`src/rtl/dmem_arb_pkg.sv`:
```
// Shared types and constants for the data-memory arbiter.
package dmem_arb_pkg;

  typedef enum logic [1:0] {
    CORE_PRI  = 2'd0,
    DBG_FORCE = 2'd1,
    DBG_LOCK  = 2'd2
  } arb_state_t;

  typedef enum logic [1:0] {
    OWN_NONE = 2'd0,
    OWN_CORE = 2'd1,
    OWN_DBG  = 2'd2
  } owner_t;

  localparam int WAIT_W = 4;
  localparam int STAT_W = 16;

  // Increment that sticks at all-ones instead of wrapping.
  function automatic logic [STAT_W-1:0] sat_inc(input logic [STAT_W-1:0] v, input logic en);
    return (en && (v != {STAT_W{1'b1}})) ? v + STAT_W'(1) : v;
  endfunction

endpackage

```
`src/rtl/arb_wait_ctr.sv`:
```
// Saturating count of consecutive debug denials. reach flags the cycle whose
// denial brings the count up to MAX_WAIT, so the arbiter can switch state on
// that same edge.
module arb_wait_ctr
  import dmem_arb_pkg::*;
#(
  parameter int unsigned MAX_WAIT = 4
) (
  input  logic              clk,
  input  logic              rst,
  input  logic              inc,
  input  logic              clr,
  output logic [WAIT_W-1:0] cnt,
  output logic              reach
);

  logic [WAIT_W-1:0] cnt_q, cnt_d;

  // Next count: clear wins, otherwise increment and hold at the top value.
  always_comb begin
    cnt_d = cnt_q;
    if (clr) begin
      cnt_d = '0;
    end else if (inc && (cnt_q != {WAIT_W{1'b1}})) begin
      cnt_d = cnt_q + WAIT_W'(1);
    end
    reach = inc && !clr && ((32'(cnt_q) + 32'd1) >= MAX_WAIT);
    cnt   = cnt_q;
  end

  // Count register.
  always_ff @(posedge clk or posedge rst) begin
    if (rst) begin
      cnt_q <= '0;
    end else begin
      cnt_q <= cnt_d;
    end
  end

endmodule

```
`src/rtl/dmem_arbiter.sv`:
```
// Two-requester arbiter in front of the single-port data memory.
// Core has priority; debug gets a starvation guard and an exclusive lock.
// Optional build macro DMEM_ARB_STATS_EN adds saturating grant/conflict counters.
// Handshake: a requester holds req/we/addr/wdata stable until it sees its gnt in
// the same cycle; a write commits on the edge ending the grant cycle; a read
// returns rdata with a one-cycle rvalid pulse on the following cycle.
module dmem_arbiter
  import dmem_arb_pkg::*;
#(
  parameter int unsigned AW       = 8,
  parameter int unsigned DW       = 8,
  parameter int unsigned MAX_WAIT = 4
) (
  input  logic              CLK,
  input  logic              Reset,
  input  logic              core_req,
  input  logic              core_we,
  input  logic [AW-1:0]     core_addr,
  input  logic [DW-1:0]     core_wdata,
  output logic              core_gnt,
  output logic              core_rvalid,
  output logic [DW-1:0]     core_rdata,
  input  logic              dbg_req,
  input  logic              dbg_we,
  input  logic [AW-1:0]     dbg_addr,
  input  logic [DW-1:0]     dbg_wdata,
  input  logic              dbg_lock,
  output logic              dbg_gnt,
  output logic              dbg_rvalid,
  output logic [DW-1:0]     dbg_rdata,
  output logic [AW-1:0]     mem_addr,
  output logic              mem_we,
  output logic [DW-1:0]     mem_wdata,
  input  logic [DW-1:0]     mem_rdata,
`ifdef DMEM_ARB_STATS_EN
  output logic [STAT_W-1:0] stat_core_grants,
  output logic [STAT_W-1:0] stat_dbg_grants,
  output logic [STAT_W-1:0] stat_conflicts,
`endif
  output arb_state_t        fsm_state,
  output logic [WAIT_W-1:0] wait_cnt
);

  arb_state_t    state_q, state_d;
  owner_t        owner_q, owner_d;
  logic [AW-1:0] addr_last_q, addr_last_d;
  logic [DW-1:0] core_rdata_q, core_rdata_d;
  logic [DW-1:0] dbg_rdata_q, dbg_rdata_d;
  logic          wait_inc, wait_clr, wait_reach;

  arb_wait_ctr #(.MAX_WAIT(MAX_WAIT)) u_wait_ctr (
    .clk   (CLK),
    .rst   (Reset),
    .inc   (wait_inc),
    .clr   (wait_clr),
    .cnt   (wait_cnt),
    .reach (wait_reach)
  );

  // Grant decision from registered state and live requests; nothing granted in reset.
  always_comb begin
    core_gnt = 1'b0;
    dbg_gnt  = 1'b0;
    if (!Reset) begin
      case (state_q)
        CORE_PRI: begin
          core_gnt = core_req;
          dbg_gnt  = dbg_req && !core_req;
        end
        DBG_FORCE: begin
          dbg_gnt  = dbg_req;
          core_gnt = core_req && !dbg_req;
        end
        DBG_LOCK: begin
          dbg_gnt  = dbg_req;
        end
        default: ;
      endcase
    end
  end

  // Memory port mux; the address parks on its last driven value when idle.
  always_comb begin
    mem_we    = 1'b0;
    mem_addr  = addr_last_q;
    mem_wdata = core_wdata;
    if (dbg_gnt) begin
      mem_we    = dbg_we;
      mem_addr  = dbg_addr;
      mem_wdata = dbg_wdata;
    end else if (core_gnt) begin
      mem_we    = core_we;
      mem_addr  = core_addr;
      mem_wdata = core_wdata;
    end
    addr_last_d = mem_addr;
  end

  // Next state, denial counting and read-return ownership.
  always_comb begin
    wait_inc = (state_q == CORE_PRI) && dbg_req && !dbg_gnt;
    wait_clr = dbg_lock || (state_q != CORE_PRI) || dbg_gnt;
    state_d  = state_q;
    if (dbg_lock) begin
      state_d = DBG_LOCK;
    end else begin
      case (state_q)
        CORE_PRI:  state_d = wait_reach ? DBG_FORCE : CORE_PRI;
        DBG_FORCE: state_d = CORE_PRI;
        DBG_LOCK:  state_d = CORE_PRI;
        default:   state_d = CORE_PRI;
      endcase
    end
    owner_d = OWN_NONE;
    if (dbg_gnt && !dbg_we) begin
      owner_d = OWN_DBG;
    end else if (core_gnt && !core_we) begin
      owner_d = OWN_CORE;
    end
  end

  // Read return: memory data passes through during rvalid, otherwise last value holds.
  always_comb begin
    core_rvalid  = (owner_q == OWN_CORE);
    dbg_rvalid   = (owner_q == OWN_DBG);
    core_rdata   = core_rvalid ? mem_rdata : core_rdata_q;
    dbg_rdata    = dbg_rvalid  ? mem_rdata : dbg_rdata_q;
    core_rdata_d = core_rdata;
    dbg_rdata_d  = dbg_rdata;
    fsm_state    = state_q;
  end

  // Arbiter state registers.
  always_ff @(posedge CLK or posedge Reset) begin
    if (Reset) begin
      state_q      <= CORE_PRI;
      owner_q      <= OWN_NONE;
      addr_last_q  <= '0;
      core_rdata_q <= '0;
      dbg_rdata_q  <= '0;
    end else begin
      state_q      <= state_d;
      owner_q      <= owner_d;
      addr_last_q  <= addr_last_d;
      core_rdata_q <= core_rdata_d;
      dbg_rdata_q  <= dbg_rdata_d;
    end
  end

`ifdef DMEM_ARB_STATS_EN
  logic [STAT_W-1:0] core_cnt_q, core_cnt_d;
  logic [STAT_W-1:0] dbg_cnt_q, dbg_cnt_d;
  logic [STAT_W-1:0] conf_cnt_q, conf_cnt_d;

  // Saturating usage counters.
  always_comb begin
    core_cnt_d       = sat_inc(core_cnt_q, core_gnt);
    dbg_cnt_d        = sat_inc(dbg_cnt_q, dbg_gnt);
    conf_cnt_d       = sat_inc(conf_cnt_q, core_req && dbg_req);
    stat_core_grants = core_cnt_q;
    stat_dbg_grants  = dbg_cnt_q;
    stat_conflicts   = conf_cnt_q;
  end

  // Counter registers.
  always_ff @(posedge CLK or posedge Reset) begin
    if (Reset) begin
      core_cnt_q <= '0;
      dbg_cnt_q  <= '0;
      conf_cnt_q <= '0;
    end else begin
      core_cnt_q <= core_cnt_d;
      dbg_cnt_q  <= dbg_cnt_d;
      conf_cnt_q <= conf_cnt_d;
    end
  end
`endif

endmodule

```
`config.mk`:
```
export PLATFORM = sky130hd
export DESIGN_NAME = dmem_arbiter
export DESIGN_NICKNAME = d
export VERILOG_FILES = /design/src/rtl/dmem_arb_pkg.sv /design/src/rtl/arb_wait_ctr.sv /design/src/rtl/dmem_arbiter.sv
export SDC_FILE = /design/constraint.sdc
export NUM_CORES = 1
export LEC_CHECK = 0
export CORE_MARGIN = 3
export CORE_UTILIZATION = 29
export CTS_BUF_LIST = sky130_fd_sc_hd__clkbuf_16
export CTS_CLUSTER_DIAMETER = 30
export CTS_CLUSTER_SIZE = 24
export DETAILED_ROUTE_END_ITERATION = 12
export SYNTH_ARGS = -nofsm -noshare
export SYNTH_HDL_FRONTEND = slang
export SYNTH_HIERARCHICAL = 1
export SYNTH_SLANG_ARGS = --single-unit
```
`constraint.sdc`:
```
create_clock -name CLK -period 4.8 [get_ports CLK]
set_clock_uncertainty 0.05 [all_clocks]
set_input_delay 0.96 -clock CLK [delete_from_list [all_inputs] [get_ports CLK]]
set_output_delay 0.96 -clock CLK [all_outputs]
set_load 0.01 [all_outputs]
```
# ---- Yosys cells after proc, flatten, opt, wreduce, memory -nomap -nowiden
# Index checks and enable logic that the tools add are counted.
dict set report word_totals {
  ff_bits 32
  latch_bits 0
  ramBits 0
  romBits 0
  inputBits 47
  output_inout_bits 43
  word_cells 53
  n_memories 0
}
dict set report classes {
  add_sub_neg 2
  multipliers 0
  div 0
  n_lt_le_gt_ge 1
  eq_ne 5
  shifts 0
  n_mux 18
  bitwise 0
  n_reduce_logical 21
}
# op count
set ops {}
lappend ops {{8-bit two-way mux} 5}
lappend ops {{32-bit by 3-bit >= comparator with 1-bit output, second input constant} 1}
lappend ops {{1-bit logical AND} 9}
lappend ops {{4-bit two-way mux} 2}
lappend ops {{1-bit two-way mux} 7}
lappend ops {{1-bit zero test} 6}
lappend ops {{4-bit by 1-bit adder with 5-bit output, second input constant} 1}
lappend ops {{4-bit by 1-bit adder with 4-bit output, second input constant} 1}
lappend ops {{2-bit by 1-bit == test with 1-bit output, second input constant} 2}
lappend ops {{2-bit == test, second input constant} 2}
lappend ops {{2-bit two-way mux} 2}
lappend ops {{4-bit inequality test, second input constant} 1}
lappend ops {{1-bit case mux with 2 select lines} 2}
lappend ops {{2-bit nonzero test} 2}
lappend ops {{2-bit zero test} 1}
lappend ops {{1-bit logical OR} 2}
lappend ops {{2-bit OR reduction} 1}

# ---- Longest topological paths before layout
# Gate-level depths: netlist (run 1).
dict set report logic_depth {
  depth_word 11
  mapped_depth 10
  depth_no_buf 8
}

# ---- Cells and area by module
# Netlist (run 1), hierarchy kept.
# mod instances cells_each area_per_inst_um2 seq_area_each_um2
set by_module_without_submodules {}
lappend by_module_without_submodules {dmem_arbiter 1 132 1481.4 700.7}
lappend by_module_without_submodules {arb_wait_ctr 1 26 267.8 100.1}

# ---- Least setup slack after synthesis (run 1)
# Ideal clock, no wire load.
dict set report synth_path {
  path_kind {input to output}
  from {input port Reset}
  to {output port mem_addr[0]}
  arrival_ns 2.182
  required_ns 3.790
  setup_slack_ns 1.608
  stages 6
  path_buffers 3
  cell_sequence {or3b_1 > buf_6 > a21o_1 > buf_6 > buf_6 > a41oi_1}
}
dict set report synth_via {
  elab_chain_len 3
  elab_cells_between_ends 4
  cone_classes {4 x mux}
}
# item line
set synth_rtl {}
lappend synth_rtl {{start: declaration} dmem_arbiter.sv:15} ;# input logic Reset,
lappend synth_rtl {{1-bit two-way mux} dmem_arbiter.sv:64} ;# if (!Reset) begin
lappend synth_rtl {{8-bit two-way mux} dmem_arbiter.sv:91} ;# end else if (core_gnt) begin
lappend synth_rtl {{8-bit two-way mux (*)} dmem_arbiter.sv:87} ;# if (dbg_gnt) begin
lappend synth_rtl {{end: declaration} dmem_arbiter.sv:31} ;# output logic [AW-1:0] mem_addr,
# Every way passes the cells marked *; elsewhere a longest branch is shown, timed or not.

# ---- Worst setup path after layout (run 1)
dict set report layout_path {
  from {input port Reset}
  to {output port mem_addr[3]}
}
# Same word-level chain as after synthesis.

==> impl_results.md, run 1 <==
- Psw: 228 uW
- Worst-path clk slew: 0.05 ns
- Fraction of layout cells with a size suffix above 1: 0.150
- Syn Inst Count: 158
- Worst slew pin tran: 1.09 ns
- Max-slew headroom: 0.276
- ANT nets after route: 0
- Crit path max fanout: 20
- DR DRC count: 0
- Fin. max-slew vios: 0
- Post-Syn Area: 0.00175 mm2
- Clk pwr share: 0.370
- Syn_nets: 210
- 1st-iter DRT viols: 33
- H-tree Lvls: 2
- Unrepaired setup endpoints after global routing: false
- Antenna violations before repair: 0
- Gr usage total: 0.147
- Setup TNS: 0 ns
- Number of port buffers: 89
- Top_reg_cell synth: dfrtp_1
- Worst hold path type: reg2reg
- Sink Count: 32
- WP data arrival: 3.43 ns
- Final worst path period share: 0.925
- CP Data Required Time: 3.79 ns
- TritonRoute pass-1 iters: 4
- Global route overflow: 0
- Ys Warns: 6
- Post-DP HPWL: 3.64 mm
- Final-report hold violation count: 0
- Clk Latency, worst-skew pair: 0.27 ns
- Post-synth EDFFs: 0
- Commonest non-fill, non-tap cell in the layout: clkdlybuf4s50_1
- Sequential share of power: 0.346
- Lkg Pwr: 1.17 nW
- Final setup margin: 0.361 ns
- Commonest non-fill, non-tap cells in the layout: clkdlybuf4s50_1, dfrtp_1, mux2_2
- Die area: 0.00700 mm2
- Seq/Total Area, Yosys: 0.458
- Endpoints failing setup: 0
- Clock Root Buffer: clkbuf_16
- Outcome: completed
- Pre-CTS WS: 0.357 ns
- Internal power: 719 uW
- Mapped Avg Cell Area: 11.1 um2
- Maximum vdd drop: 0.000147 V
- # nets final: 297
- Post-CTS setup repair buffer count: 0
- WHS: 0.440 ns
- Core ar.: 0.00568 mm2
- Final Non-Filler Cells: 318
- ANT cells: 0
- Crit end category: primary output
- Synth cell types: 33
- Num rows: 27
- CTS resizes: 0
- GPL Wtd Cong: 0.772
- Met2 WL post-DR: 2.25 mm
- Clock Path Buffers: 2
- P&R area growth vs syn: 62.6%
- Gate power share: 0.284
- Pwr/cell area: 333 mW/mm2
- WL per Instance: 15.4 um
- #FFs+latches synth: 32
- Die width: 83.7 um
- First-pass GRT wire length: 8.29 mm
- Post-route design area: 0.00284 mm2
- Fmax: 225 MHz
- Largest net degree at the start of global routing: 29
- Max cap viols: 0
- DRT met1 WL: 2.04 mm
- Startpoint Class: input pin
- Num CTS Buffers: 5
- CTS hold repair buffers: 0
- Final Util: 0.501
- Starting Density: 0.308
- Post-route minimum period: 4.44 ns
- Switch share: 0.241
- CTS tree: yes
- Asr flop ratio synth: 1.00
- Number of global-route vias before repair: 1721
- Via density: 4.91
- DR vias: 1561
- WS Path Type: in2out
- IO Count: 90
- Detailed Route WL: 4.88 mm
- Power Total: 947 uW
- Placed cell area: 0.00268 mm2
- DP Cell Count: 310
- Met3 WL: 488 um
- Die Ht: 83.7 um
- Top sig layer: met4
## layout make-up
type	instances	area, um2
Clock buffer	5	125
Clock inverter	3	38.8
Multi-Input combinational cell	104	842
Inverter	11	41.3
Tap cell	72	90.1
Sequential cell	32	801
Timing Repair Buffer	91	906
Fill cell	524	2830
## path summary, 6_finish.rpt
check	to	startpoint	slack (ns)	cells after the start
max	mem_addr[3]	Reset	0.36	5
min	dbg_rdata_q[7]$_DFF_PP0_	dbg_rdata_q[7]$_DFF_PP0_	0.44	1
max reg2reg	fsm_state[0]$_DFF_PP0_	fsm_state[0]$_DFF_PP0_	1.79	8
min reg2reg	dbg_rdata_q[7]$_DFF_PP0_	dbg_rdata_q[7]$_DFF_PP0_	0.44	1
max in group asynchronous	dbg_rdata_q[7]$_DFF_PP0_	Reset	2.71	2
min in group asynchronous	u_wait_ctr/cnt[2]$_DFFE_PP0P_	Reset	0.94	2
## state kept, by name, summed over array words and instances (netlist names)
signal,cells
addr_last_q,8
core_rdata_q,8
dbg_rdata_q,8
fsm_state,2
owner_q,2
u_wait_ctr/cnt,4
## logic make-up (layout without fill, tap and decap cells)
group                      count (synthesis)  after routing  share of synthesized area
and+or+nand+nor                           39             39                      0.119
buffers and inverters                     22            110                     0.0608
adders and majority gates                  5              5                     0.0358
DFF                                       32             32                      0.458
AOI/OAI and AO/OA                         33             33                      0.152
muxes                                     27             27                      0.175
## per-layer routing
layer | track usage | vias up
met5 | 0 | -
met4 | 0.0556 | 0
met3 | 0.0573 | 11
met2 | 0.233 | 86
met1 | 0.180 | 716
li1 | - | 748
## cell usage after synthesis, types with 3 or more instances
| master | n | area share |
|---|---|---|
| dfrtp_1 | 32 | 0.46 |
| mux2_2 | 24 | 0.15 |
| a211oi_1 | 9 | 0.039 |
| inv_1 | 9 | 0.019 |
| o211ai_1 | 9 | 0.039 |
| a41oi_1 | 8 | 0.040 |
| nand2_1 | 8 | 0.017 |
| nand3_1 | 8 | 0.023 |
| nand2b_1 | 6 | 0.021 |
| clkbuf_1 | 5 | 0.011 |
| ha_1 | 5 | 0.036 |
| nor2_1 | 5 | 0.011 |
| buf_6 | 3 | 0.019 |
| nor2b_1 | 3 | 0.011 |
## power by group through the flow
stage,clock network (mW),registers (mW),logic [mW]
final,0.351,0.327,0.269
after global routing,0.378,0.332,0.292
after CTS,0.361,0.327,0.274
after detailed placement,0,0.332,0.273
after global placement,0,0.330,0.270
after floorplan,0,0.329,0.118
## worst max-delay path: stages
cell             delay [ns]
clkdlybuf4s50_1        0.48
or3b_1                 0.55
a21o_1                 0.48
a41oi_1                0.36
clkdlybuf4s50_1        0.60
Power figures use the tool's default switching activity.
==> run 2, diff against run 1 <==
--- a/config.mk
+++ b/config.mk
@@ -13,5 +13,4 @@
 export DETAILED_ROUTE_END_ITERATION = 12
 export SYNTH_ARGS = -nofsm -noshare
 export SYNTH_HDL_FRONTEND = slang
-export SYNTH_HIERARCHICAL = 1
 export SYNTH_SLANG_ARGS = --single-unit
==> impl_results.md, run 2 <==
- Commonest non-fill, non-tap cells in the layout: clkdlybuf4s50_1, dfrtp_1, mux2_2 (unchanged)
- Largest net degree at the start of global routing: 21 (was 29)
- Unrepaired setup endpoints after global routing: false (unchanged)
- Worst slew pin tran: 0.884 ns (was 1.09 ns)
- ANT nets after route: 0 (unchanged)
- Syn_nets: 205 (was 210)
- Final worst path period share: 0.890 (was 0.925)
- Critical-path cell list: clkdlybuf4s50_1 -> or3b_1 -> a21o_4 -> inv_6 -> mux2_2 -> clkdlybuf4s50_1 (was clkdlybuf4s50_1 -> or3b_1 -> a21o_1 -> a41oi_1 -> clkdlybuf4s50_1)
- Biggest regs: addr_last_q (8), core_rdata_q (8), dbg_rdata_q (8) (unchanged)
- Num CTS Buffers: 5 (unchanged)
- WP buf/inv: 3 (was 2)
- Outcome: completed (unchanged)
- CP max-delay cell: or3b_1 (was clkdlybuf4s50_1)
- Ys Warns: 0 (was 6)
- ANT cells: 0 (unchanged)
- CTS resizes: 0 (unchanged)
- TritonRoute pass-1 iters: 4 (unchanged)
- Max-slew headroom: 0.410 (was 0.276)
- Pwr/cell area: 316 mW/mm2 (was 333 mW/mm2)
- WS Path Type: in2out (unchanged)
- Via density: 4.93 (was 4.91)
- Sink Count: 32 (unchanged)
- Fin. max-slew vios: 0 (unchanged)
- Crit end category: primary output (unchanged)
- Maximum vdd drop: 0.000208 V (was 0.000147 V)
- Simple-gate share of the synthesized area: 0.117 (was 0.119)
- Lkg Pwr: 1.14 nW (was 1.17 nW)
- H-tree Lvls: 2 (unchanged)
- Top_reg_cell synth: dfrtp_1 (unchanged)
- First-pass GRT wire length: 8.00 mm (was 8.29 mm)
- Die area: 0.00700 mm2 (about the same)
- Mapped Avg Cell Area: 11.4 um2 (was 11.1 um2)
- Post-DP HPWL: 3.59 mm (was 3.64 mm)
- Family with the most delay on the worst path: buffers and inverters (unchanged)
- Detailed Route WL: 4.77 mm (was 4.88 mm)
- CTS tree: yes (unchanged)
- Die width: 83.7 um (about the same)
- Synth Area in Compound Gates: 0.158 (was 0.152)
- Synth top area share: 0.457 (was 0.458)
- Placed cell area: 0.00268 mm2 (about the same)
- Post-synthesis adder-cell area fraction: 0.0357 (was 0.0358)
- Top cells by count, synth: dfrtp_1, mux2_2, a211oi_1 (was dfrtp_1, mux2_2, a211oi_1, inv_1, o211ai_1)
- Clk Latency, worst-skew pair: 0.27 ns (about the same)
- Clock Path Buffers: 2 (unchanged)
- Post-route design area: 0.00281 mm2 (was 0.00284 mm2)
- Max cap viols: 0 (unchanged)
- Number of port buffers: 89 (unchanged)
- Crit-path max cell delay: 0.51 ns (was 0.60 ns)
- Global route overflow: 0 (unchanged)
- Synth cell types: 32 (was 33)
- Xor and xnor area share after synthesis: 0 (unchanged)
- 1st-iter DRT viols: 54 (was 33)
- Synth area leader: dfrtp_1 (unchanged)
- Clock Root Buffer: clkbuf_16 (unchanged)
- P&R area growth vs syn: 60.5% (was 62.6%)
- Core ar.: 0.00568 mm2 (unchanged)
- Endpoints failing setup: 0 (unchanged)
- Number of global-route vias before repair: 1680 (was 1721)
- Antenna violations before repair: 0 (unchanged)
- Post-CTS setup repair buffer count: 0 (unchanged)
- Largest family of logic cells by synthesized area: multiplexers (unchanged)
- Crit path max fanout: 15 (was 20)
- Global Route met3 Usage: 0.0721 (was 0.0573)
- #FFs+latches synth: 32 (unchanged)
- GPL Wtd Cong: 0.741 (was 0.772)
- Asr flop ratio synth: 1.00 (unchanged)
- WP data arrival: 3.26 ns (was 3.43 ns)
- Fmax: 234 MHz (was 225 MHz)
- WL per Instance: 15.4 um (about the same)
- Gr usage total: 0.141 (was 0.147)
- Fraction of synthesized area in multiplexers: 0.169 (was 0.175)
- Syn Inst Count: 153 (was 158)
- IO Count: 90 (unchanged)
- Num rows: 27 (unchanged)
- Post-Syn Area: 0.00175 mm2 (about the same)
- CP Data Required Time: 3.79 ns (about the same)
- # nets final: 291 (was 297)
- Startpoint Class: input pin (unchanged)
- Commonest non-fill, non-tap cell in the layout: clkdlybuf4s50_1 (unchanged)
- Cell mode on critical path: clkdlybuf4s50_1 (unchanged)
- GR Layer Usage met2: 0.222 (was 0.233)
- Die Ht: 83.7 um (about the same)
- CTS hold repair buffers: 0 (unchanged)
- Post-synth EDFFs: 0 (unchanged)
- DR DRC count: 0 (unchanged)
- Final-report hold violation count: 0 (unchanged)
- Worst-path clk slew: 0.05 ns (about the same)
- Starting Density: 0.308 (about the same)
- Seq/Total Area, Yosys: 0.457 (was 0.458)
- Leading post-synthesis cells by cell area: dfrtp_1, mux2_2, a211oi_1 (was dfrtp_1, mux2_2, a41oi_1)
- Worst hold path type: reg2reg (unchanged)
- Busiest grt layer: met2 (unchanged)
- Met1 Use GR: 0.168 (was 0.180)
- DR vias: 1534 (was 1561)
- Setup TNS: 0 ns (unchanged)
- Most common cell in the netlist: dfrtp_1 (unchanged)
- Post-route minimum period: 4.27 ns (was 4.44 ns)
- Fraction of layout cells with a size suffix above 1: 0.142 (was 0.150)
==> run 2: cell types whose count changed after synthesis, sizes merged, moves of 2 or more <==
cell and change:
nand3 -8, o21ai +2, nand3b +9, a2111oi +2, nor2 -2
==> run 2: where the power goes <==
part           leakage [nW]  internal (mW)  switching, mW
sequential            0.382          0.314         0.0137
clock                0.0709          0.186          0.104
combinational         0.685          0.165          0.105
==> run 2: area by class of cell <==
| class | count | area, um2 |
|---|---|---|
| multi-input combinational | 100 | 840 |
| clock inverter | 2 | 8.76 |
| sequential | 32 | 801 |
| timing repair buffer | 91 | 906 |
| tap | 72 | 90.1 |
| inverter | 9 | 38.8 |
| fill | 535 | 2870 |
| clock buffer | 5 | 125 |
==> run 2: path summary, 6_finish.rpt <==
check                                     startpoint                   endpoint  slack [ns]  cells after the start
max in group asynchronous                      Reset   dbg_rdata_q[4]$_DFF_PP0_        2.99                      3
min                        core_rdata_q[1]$_DFF_PP0_  core_rdata_q[1]$_DFF_PP0_        0.44                      1
max reg2reg                   fsm_state[0]$_DFF_PP0_       owner_q[0]$_DFF_PP0_        2.44                      6
max                                          dbg_req               mem_wdata[5]        0.53                      6
min in group asynchronous                      Reset   addr_last_q[4]$_DFF_PP0_        1.06                      2
min reg2reg                core_rdata_q[1]$_DFF_PP0_  core_rdata_q[1]$_DFF_PP0_        0.44                      1
==> run 2: kinds of logic after synthesis <==
| family | Yosys count |
|---|---|
| adder cells (fa/ha/maj) | 5 |
| buffers and inverters | 21 |
| AO/OA/AOI/OAI | 35 |
| AND/OR/NAND/NOR | 35 |
| flip-flops | 32 |
| multiplexers | 25 |
==> run 2: layer usage <==
layer,wire (um),up-vias
met3,567,6
met4,38,0
li1,-,738
met5,0,-
met1,2020,716
met2,2140,74
==> run 2: worst reg2reg max path: cells and delay by family (launching register included) <==
family                   cells  cell delay (ns)
buffers and inverters        2             0.15
flip-flops                   1             0.40
AO/OA/AOI/OAI                2             0.80
AND/OR/NAND/NOR              1             0.38
adder cells (fa/ha/maj)      1             0.41
==> run 2: through the flow <==
stage,std cells,utilization,hold WS [ns],worst slack [ns],total power [mW]
2_1_floorplan,153,-,0.462,1.62,0.448
3_3_place_gp,304,0.471,0.427,0.541,0.601
3_5_place_dp,304,0.471,0.432,0.525,0.606
4_1_cts,311,0.495,0.443,0.510,0.903
5_1_grt,311,0.495,0.458,0.425,0.933
6_report,311,0.495,0.441,0.529,0.887
==> run 3, diff against run 2 <==
--- a/config.mk
+++ b/config.mk
@@ -11,6 +11,7 @@
 export CTS_CLUSTER_DIAMETER = 30
 export CTS_CLUSTER_SIZE = 24
 export DETAILED_ROUTE_END_ITERATION = 12
+export REMOVE_ABC_BUFFERS = 1
 export SYNTH_ARGS = -nofsm -noshare
 export SYNTH_HDL_FRONTEND = slang
 export SYNTH_SLANG_ARGS = --single-unit
==> impl_results.md, run 3 (synthesized netlist as in run 2, its figures left out) <==
- Core ar.: 0.00568 mm2 (unchanged)
- GPL Wtd Cong: 0.704 (was 0.741)
- Crit path from: dbg_req (unchanged)
- Detailed Route WL: 4.80 mm (was 4.77 mm)
- Pwr/cell area: 333 mW/mm2 (was 316 mW/mm2)
- # nets final: 292 (was 291)
- WS Path Type: in2out (unchanged)
- Fraction of layout cells with a size suffix above 1: 0.145 (was 0.142)
- Met1 Use GR: 0.178 (was 0.168)
- Final setup margin: 0.524 ns (was 0.529 ns)
- Cell mode on critical path: clkdlybuf4s50_1 (unchanged)
- Worst-path clk slew: 0.05 ns (about the same)
- CTS hold repair buffers: 0 (unchanged)
- Via density: 5.06 (was 4.93)
- Antenna violations before repair: 0 (unchanged)
- DP Cell Count: 305 (was 304)
- Layout fillers: 544 (was 535)
- Max-slew headroom: 0.441 (was 0.410)
- Startpoint Class: input pin (unchanged)
- Final worst path period share: 0.891 (was 0.890)
- Post-route minimum period: 4.28 ns (was 4.27 ns)
- Critical-path cell list: clkdlybuf4s50_1 -> or3b_1 -> a21o_4 -> inv_6 -> mux2_2 -> clkdlybuf4s50_1 (unchanged)
- Setup TNS: 0 ns (unchanged)
- Sink Count: 32 (unchanged)
- Crit path max fanout: 15 (unchanged)
- Number of port buffers: 89 (unchanged)
- Beginning of the worst hold path: core_rdata_q[7]$_DFF_PP0_ (was core_rdata_q[1]$_DFF_PP0_)
- IO Count: 90 (unchanged)
- Post-CTS setup repair buffer count: 0 (unchanged)
- DR vias: 1585 (was 1534)
- Global Route met3 Usage: 0.0573 (was 0.0721)
- Endpoints failing setup: 0 (unchanged)
- P&R area growth vs syn: 62.5% (was 60.5%)
- WP data arrival: 3.27 ns (was 3.26 ns)
- Unrepaired setup endpoints after global routing: false (unchanged)
- Clock Root Buffer: clkbuf_16 (unchanged)
- R2r startpoint: fsm_state[0]$_DFF_PP0_ (unchanged)
- Maximum vdd drop: 0.000145 V (was 0.000208 V)
- WP buf/inv: 3 (unchanged)
- Fmax: 234 MHz (about the same)
- Global route overflow: 0 (unchanged)
- Largest net degree at the start of global routing: 33 (was 21)
- Commonest non-fill, non-tap cells in the layout: clkdlybuf4s50_1, dfrtp_1, mux2_2 (unchanged)
- CP max-delay cell: clkdlybuf4s50_1 (was or3b_1)
- GR Layer Usage met2: 0.223 (was 0.222)
- Lkg Pwr: 1.15 nW (was 1.14 nW)
- Num rows: 27 (unchanged)
- Biggest regs: addr_last_q (8), core_rdata_q (8), dbg_rdata_q (8) (unchanged)
- Die width: 83.7 um (unchanged)
- Worst hold path type: reg2reg (unchanged)
- Gr usage total: 0.140 (was 0.141)
- Clk Latency, worst-skew pair: 0.27 ns (about the same)
- Max cap viols: 0 (unchanged)
- H-tree Lvls: 2 (unchanged)
- WL per Instance: 15.3 um (was 15.4 um)
- Pre-CTS WS: 0.518 ns (was 0.525 ns)
- Crit end category: primary output (unchanged)
- Worst slew pin tran: 0.837 ns (was 0.884 ns)
- CTS resizes: 0 (unchanged)
- First-pass GRT wire length: 8.00 mm (about the same)
- Die Ht: 83.7 um (unchanged)
- ANT nets after route: 0 (unchanged)
- Power Total: 949 uW (was 887 uW)
- Final-report hold violation count: 0 (unchanged)
- Commonest non-fill, non-tap cell in the layout: clkdlybuf4s50_1 (unchanged)
- Post-DP HPWL: 3.63 mm (was 3.59 mm)
- TritonRoute pass-1 iters: 4 (unchanged)
- Final Util: 0.501 (was 0.495)
- Number of global-route vias before repair: 1664 (was 1680)
- DR DRC count: 0 (unchanged)
- ANT cells: 0 (unchanged)
- Starting Density: 0.308 (unchanged)
- Num CTS Buffers: 5 (unchanged)
- Die area: 0.00700 mm2 (unchanged)
- Crit-path max cell delay: 0.51 ns (about the same)
- CTS tree: yes (unchanged)
- Clock Path Buffers: 2 (unchanged)
- 1st-iter DRT viols: 29 (was 54)
- Busiest grt layer: met2 (unchanged)
- Family with the most delay on the worst path: buffers and inverters (unchanged)
- CP Data Required Time: 3.79 ns (about the same)
- Fin. max-slew vios: 0 (unchanged)
- Outcome: completed (unchanged)
- Final Non-Filler Cells: 313 (was 311)
-- run 3: metal layers --
layer,vias to the layer above,part of all wire
met4,0,0.0052
met1,780,0.44
met2,62,0.47
li1,741,-
met5,-,0
met3,2,0.088
-- run 3: area by class of cell --
type                       instances  area, um2  area share
timing repair buffer              92        913       0.321
clock buffer                       5        125      0.0440
tap                               72       90.1      0.0317
multi-input combinational        100        840       0.295
clock inverter                     3       37.5      0.0132
inverter                           9       38.8      0.0136
sequential                        32        801       0.281
-- run 3: path summary, 6_finish.rpt --
path	slack [ns]	end	depth (start not counted)
worst max-delay path	0.52	mem_wdata[4]	6
worst min-delay path	0.45	core_rdata_q[7]$_DFF_PP0_	1
worst max register to register	2.47	owner_q[0]$_DFF_PP0_	6
worst min register to register	0.45	core_rdata_q[7]$_DFF_PP0_	1
max in group asynchronous	3.27	dbg_rdata_q[7]$_DFF_PP0_	3
min in group asynchronous	1.11	addr_last_q[4]$_DFF_PP0_	3
-- run 3: power by group --
| group | internal (mW) | total [mW] | switching (mW) |
|---|---|---|---|
| combinational | 0.166 | 0.271 | 0.105 |
| clock | 0.241 | 0.349 | 0.109 |
| sequential | 0.314 | 0.328 | 0.0138 |
| total | 0.721 | 0.949 | 0.228 |
-- run 3: metrics by stage --
step / hold WS (ns) / instance area [um2]
after CTS: 0.448 / 2850
after global placement: 0.430 / 2680
after detailed placement: 0.436 / 2680
after floorplan: 0.462 / 1680
final: 0.445 / 2850
after global routing: 0.457 / 2850
-- run 3: worst reg2reg max path: stages (launching register included) --
cell and delay [ns]:
dfrtp_1 0.40, inv_1 0.06, ha_1 0.43, nand2b_1 0.38, a21o_4 0.27, inv_6 0.09
a2111oi_0 0.49
